**src/rtl/vic20_pkg.sv**
```systemverilog
// vic20_pkg: shared types and constants for the VIC-20 PRG transfer logic.
// Contents: prg_up_state_t (upload FSM states), BASIC start/end pointer addresses.
package vic20_pkg;

    typedef enum logic [3:0] {
        IDLE, RD_SL, RD_SH, RD_EL, RD_EH, CHECK, HDR_L, HDR_H, FETCH, SEND, FIN
    } prg_up_state_t;

    localparam logic [15:0] BASIC_PTR_START = 16'h002B;
    localparam logic [15:0] BASIC_PTR_END   = 16'h002D;

endpackage

```
**src/rtl/prg_upload.sv**
```systemverilog
// prg_upload: streams the BASIC program in memory to the host as a PRG image.
// Ports: clk_sys/reset (async, active high); start pulse, busy, done, error, count;
//        mem_rd/mem_addr/mem_dout/mem_ack shared read port;
//        up_valid/up_data/up_ready upload byte handshake.
module prg_upload
    import vic20_pkg::*;
#(
    parameter logic [15:0] PTR_START = BASIC_PTR_START,
    parameter logic [15:0] PTR_END   = BASIC_PTR_END
) (
    input  logic        clk_sys,
    input  logic        reset,
    input  logic        start,
    output logic        busy,
    output logic        mem_rd,
    output logic [15:0] mem_addr,
    input  logic [7:0]  mem_dout,
    input  logic        mem_ack,
    output logic        up_valid,
    output logic [7:0]  up_data,
    input  logic        up_ready,
    output logic        done,
    output logic        error,
    output logic [15:0] count
);

    prg_up_state_t state_q, state_d;
    logic          rd_q, rd_d, valid_q, valid_d, err_q, err_d, ack;
    logic [7:0]    data_q, data_d;
    logic [15:0]   addr_q, addr_d, count_q, count_d, sa_q, sa_d, ea_q, ea_d, cur_q, cur_d, rd_addr;

    always_ff @(posedge clk_sys or posedge reset) begin
        if (reset) begin
            state_q <= IDLE;
            rd_q    <= 1'b0;
            addr_q  <= '0;
            valid_q <= 1'b0;
            data_q  <= '0;
            err_q   <= 1'b0;
            count_q <= '0;
            sa_q    <= '0;
            ea_q    <= '0;
            cur_q   <= '0;
        end else begin
            state_q <= state_d;
            rd_q    <= rd_d;
            addr_q  <= addr_d;
            valid_q <= valid_d;
            data_q  <= data_d;
            err_q   <= err_d;
            count_q <= count_d;
            sa_q    <= sa_d;
            ea_q    <= ea_d;
            cur_q   <= cur_d;
        end
    end

    always_comb begin
        state_d = state_q;
        rd_d    = rd_q;
        addr_d  = addr_q;
        valid_d = valid_q;
        data_d  = data_q;
        err_d   = err_q;
        count_d = count_q;
        sa_d    = sa_q;
        ea_d    = ea_q;
        cur_d   = cur_q;
        // an ack only counts while a request is outstanding
        ack     = rd_q && mem_ack;
        rd_addr = state_q == RD_SH ? PTR_START + 16'd1 :
                  state_q == RD_EL ? PTR_END :
                  state_q == RD_EH ? PTR_END + 16'd1 :
                  state_q == FETCH ? cur_q : PTR_START;
        // every read state raises the request when idle, so a low cycle always separates reads
        if (state_q inside {RD_SL, RD_SH, RD_EL, RD_EH, FETCH}) begin
            if (!rd_q) begin
                rd_d   = 1'b1;
                addr_d = rd_addr;
            end else if (mem_ack) begin
                rd_d = 1'b0;
            end
        end
        case (state_q)
            IDLE: if (start) begin
                state_d = RD_SL;
                rd_d    = 1'b1;
                addr_d  = PTR_START;
                err_d   = 1'b0;
                count_d = '0;
            end
            RD_SL: if (ack) begin
                sa_d[7:0] = mem_dout;
                state_d   = RD_SH;
            end
            RD_SH: if (ack) begin
                sa_d[15:8] = mem_dout;
                state_d    = RD_EL;
            end
            RD_EL: if (ack) begin
                ea_d[7:0] = mem_dout;
                state_d   = RD_EH;
            end
            RD_EH: if (ack) begin
                ea_d[15:8] = mem_dout;
                state_d    = CHECK;
            end
            CHECK: if (ea_q <= sa_q) begin
                err_d   = 1'b1;
                state_d = FIN;
            end else begin
                cur_d   = sa_q;
                state_d = HDR_L;
            end
            HDR_L: if (!valid_q) begin
                valid_d = 1'b1;
                data_d  = sa_q[7:0];
            end else if (up_ready) begin
                valid_d = 1'b0;
                state_d = HDR_H;
            end
            HDR_H: if (!valid_q) begin
                valid_d = 1'b1;
                data_d  = sa_q[15:8];
            end else if (up_ready) begin
                valid_d = 1'b0;
                state_d = FETCH;
            end
            FETCH: if (ack) begin
                data_d  = mem_dout;
                valid_d = 1'b1;
                state_d = SEND;
            end
            SEND: if (up_ready) begin
                valid_d = 1'b0;
                count_d = count_q + 16'd1;
                cur_d   = cur_q + 16'd1;
                // ea > cur always holds, so cur+1 reaches ea before it could wrap
                state_d = cur_q + 16'd1 == ea_q ? FIN : FETCH;
            end
            FIN:     state_d = IDLE;
            default: state_d = IDLE;
        endcase
    end

    always_comb begin
        busy     = state_q != IDLE;
        done     = state_q == FIN;
        mem_rd   = rd_q;
        mem_addr = addr_q;
        up_valid = valid_q;
        up_data  = data_q;
        error    = err_q;
        count    = count_q;
    end

endmodule

```
**config.mk**
```make
export PLATFORM = sky130hd
export DESIGN_NAME = prg_upload
export DESIGN_NICKNAME = d
export VERILOG_FILES = /design/src/rtl/vic20_pkg.sv /design/src/rtl/prg_upload.sv
export SDC_FILE = /design/constraint.sdc
export NUM_CORES = 1
export LEC_CHECK = 0
export ABC_AREA = 1
export CORE_MARGIN = 2
export CORE_UTILIZATION = 52
export CTS_BUF_LIST = sky130_fd_sc_hd__clkbuf_16
export DETAILED_ROUTE_END_ITERATION = 8
export PLACE_DENSITY_LB_ADDON = 0.12
export SLEW_MARGIN = 25
export SYNTH_ARGS = -nofsm -noshare
export SYNTH_HDL_FRONTEND = slang
export SYNTH_SLANG_ARGS = --single-unit
```
**constraint.sdc**
```tcl
create_clock -name clk_sys -period 3.1 [get_ports clk_sys]
set_input_delay 0.62 -clock clk_sys [delete_from_list [all_inputs] [get_ports clk_sys]]
set_output_delay 0.62 -clock clk_sys [all_outputs]
set_load 0.01 [all_outputs]
```
==> qor.yml <==
fmax_mhz: 407
cts_tree: "built"
cts_buffer_depth: 2
placement_rows: 37
syn_nets: 755
cp_max_fo: 6
gr-usage-met3: 0.0497
io_buffers: 57
r2r-end: "cur_q[11]"
ir_worst_vdd_mv: 0.496
gr-usage-all-layers: 0.262
met1_usage: 0.364
fin_setup_tns_ns: 0
final_common_cell: "nand2_1"
area_delta_synth_final_pct: 19.3
fin_ws_ns: 0.644
p_leak_uw: 0.00300
busiest_layer: "met2"
synth_area_leaders: "dfrtp_1, nand2_1, o21ai_0"
clkPwrFrac: 0.224
worstMarginPinSlew_ns: 0.627
die_h_um: 106
critPathCaptureType: "output port"
crit_path_start: "state_q[2]"
drt_iter0_markers: 319
cts_resized: 0
drv_slew: 0
power_frac_comb: 0.422
hp-class: "register to register"
synthArstFlopShare: 1.00
rsz0062_at_grt: "false"
cap_violations: 0
switchingPower_uw: 2470
core_area_um2: 10200
ioPinCount: 58
synth.distinct_cells: 42
postSynthCellCount: 724
worstSetupPathType: "register to output port"
worstSetupEndpoint: "busy"
reg2reg_depth: 12
synth_area_per_cell_um2: 7.49
grt_overflow: 0
clock_skew_ns: 0.00856
seq_power_share: 0.354
htreeDepth: 3
synth_flop_cell: "dfrtp_1"
clk_pin_slew_worst_paths_ns: 0.07
relSlewSlack: 0.582
place_worst_setup_slack_ns: 0.838
r2r_setup_slack_ns: 0.93
period_needed_ns: 2.46
routed_wl_mm: 13.9
grt_pass1_wl_mm: 23.2
route.detailed.drc: 0
start_util: 0.530
via_per_inst: 5.46
vias: 5014
start_kind: "register"
grt_antenna_before_repair: 1
drtPass1Iterations: 5
wl_per_cell_um: 15.2
synth-edff-count: 0
dp_hpwl_mm: 10.4
yosys_warnings: 0
worstPathRequired_ns: 2.48
dieArea_um2: 11300
grt_pass1_vias: 4632
power.share.switching: 0.408
grt_max_degree: 46
hold_viol_final: 0
die_width_um: 106
clock_latency_ns: 0.35
place.gp.congestion: 0.893
worstPathArrival_ns: 1.84
power_density_nw_per_um2: 934
cts_hold_buf: 0
netlist_area_um2: 5420
yosysSeqAreaShare: 0.438
run_status: "finished, final reports clean"
p_int_uw: 3580
grt.met2_usage: 0.410
drt.antenna.violating_nets: 0
cts_sinks: 95
netlist.top_cell.by_area: "dfrtp_1"
drive_above_1_share: 0.0614
fin_crit_sh: 0.792
nNetsFinal: 808
netlist.area_leader.share: 0.438
cts_buffers: 9
post_cts_buffers: 0
synth_seq_cells: 95
final_cell_mix: "nand2_1, dfrtp_1, o21ai_0, inv_1, nor2_1"
antennaDiodeCount: 0
rr_startpoint: "sa_q[9]"
setup_violations: 0
root_buffer: "clkbuf_16"
==> cells by family (layout without fill, tap and decap cells) <==
logic type	after synthesis	count (layout)	share of synthesized area
flops	95	95	0.438
simple gates	338	338	0.272
compound gates	158	158	0.155
xor+xnor	6	6	0.0122
buf+inv	109	167	0.0812
fa+ha+maj	18	18	0.0415
==> synthesized netlist by cell type, drive strengths merged (2+ instances only) <==
| cell type | count |
|---|---|
| a21oi | 51 |
| buf | 12 |
| clkbuf | 8 |
| clkinv | 3 |
| dfrtp | 95 |
| ha | 18 |
| inv | 86 |
| nand2 | 195 |
| nand3 | 52 |
| nand3b | 4 |
| nand4 | 11 |
| nor2 | 66 |
| nor3 | 8 |
| o211ai | 2 |
| o21ai | 88 |
| o22ai | 9 |
| xnor2 | 3 |
| xor2 | 2 |
==> routing by layer <==
layer  vias up  wire, µm
met5         -         0
met4         0       276
met3        23       770
met2       163      6490
met1      2342      6380
li1       2486         -
==> metrics by stage <==
step                      instance area (µm²)  total power (µW)   util  hold WS [ns]  cells
after floorplan                          5420              3730      -         0.453    724
after detailed placement                 6110              4680  0.597         0.473    902
after global placement                   6110              4600  0.597         0.468    902
after global routing                     6470              6520  0.633         0.516    918
after CTS                                6470              6070  0.633         0.489    918
final                                    6470              6050  0.633         0.489    918
==> state kept, by name, indices dropped and copies added, names as in the netlist, 4 cells and up <==
| name | cells |
|---|---|
| count | 16 |
| cur_q | 16 |
| ea_q | 16 |
| mem_addr | 16 |
| sa_q | 16 |
| state_q | 4 |
| up_data | 8 |
==> critical path: stages, from the launching register on <==
cell and delay, ns:
dfrtp_1 0.42, nor2_1 0.43, nand2_1 0.14, clkdlybuf4s50_1 0.50
==> power by group through the flow <==
stage                     combinational (µW)  clock (µW)  sequential [µW]
after global routing                    2900        1420             2210
after global placement                  2460           0             2140
after floorplan                         1720           0             2010
after CTS                               2570        1370             2130
after detailed placement                2530           0             2150
final                                   2550        1350             2140
==> layout make-up <==
class	instances	area (µm²)
clock buffers	9	225
clock inverters	7	136
fillers	926	3760
inverters	89	337
multi-input cells	520	2610
flip-flops and latches	95	2380
well taps	136	170
repair buffers	62	621
==> how the worst min path moves through the flow <==
stage	end	startpoint	slack (ns)	cells past startpoint
2_1_floorplan	sa_q[10]	sa_q[10]	0.45	2
3_3_place_gp	sa_q[13]	sa_q[13]	0.47	2
3_5_place_dp	sa_q[13]	sa_q[13]	0.47	2
4_1_cts	sa_q[13]	sa_q[13]	0.49	2
5_1_grt	error	error	0.52	2
6_report	sa_q[13]	sa_q[13]	0.49	2
Power figures use the tool's default switching activity.
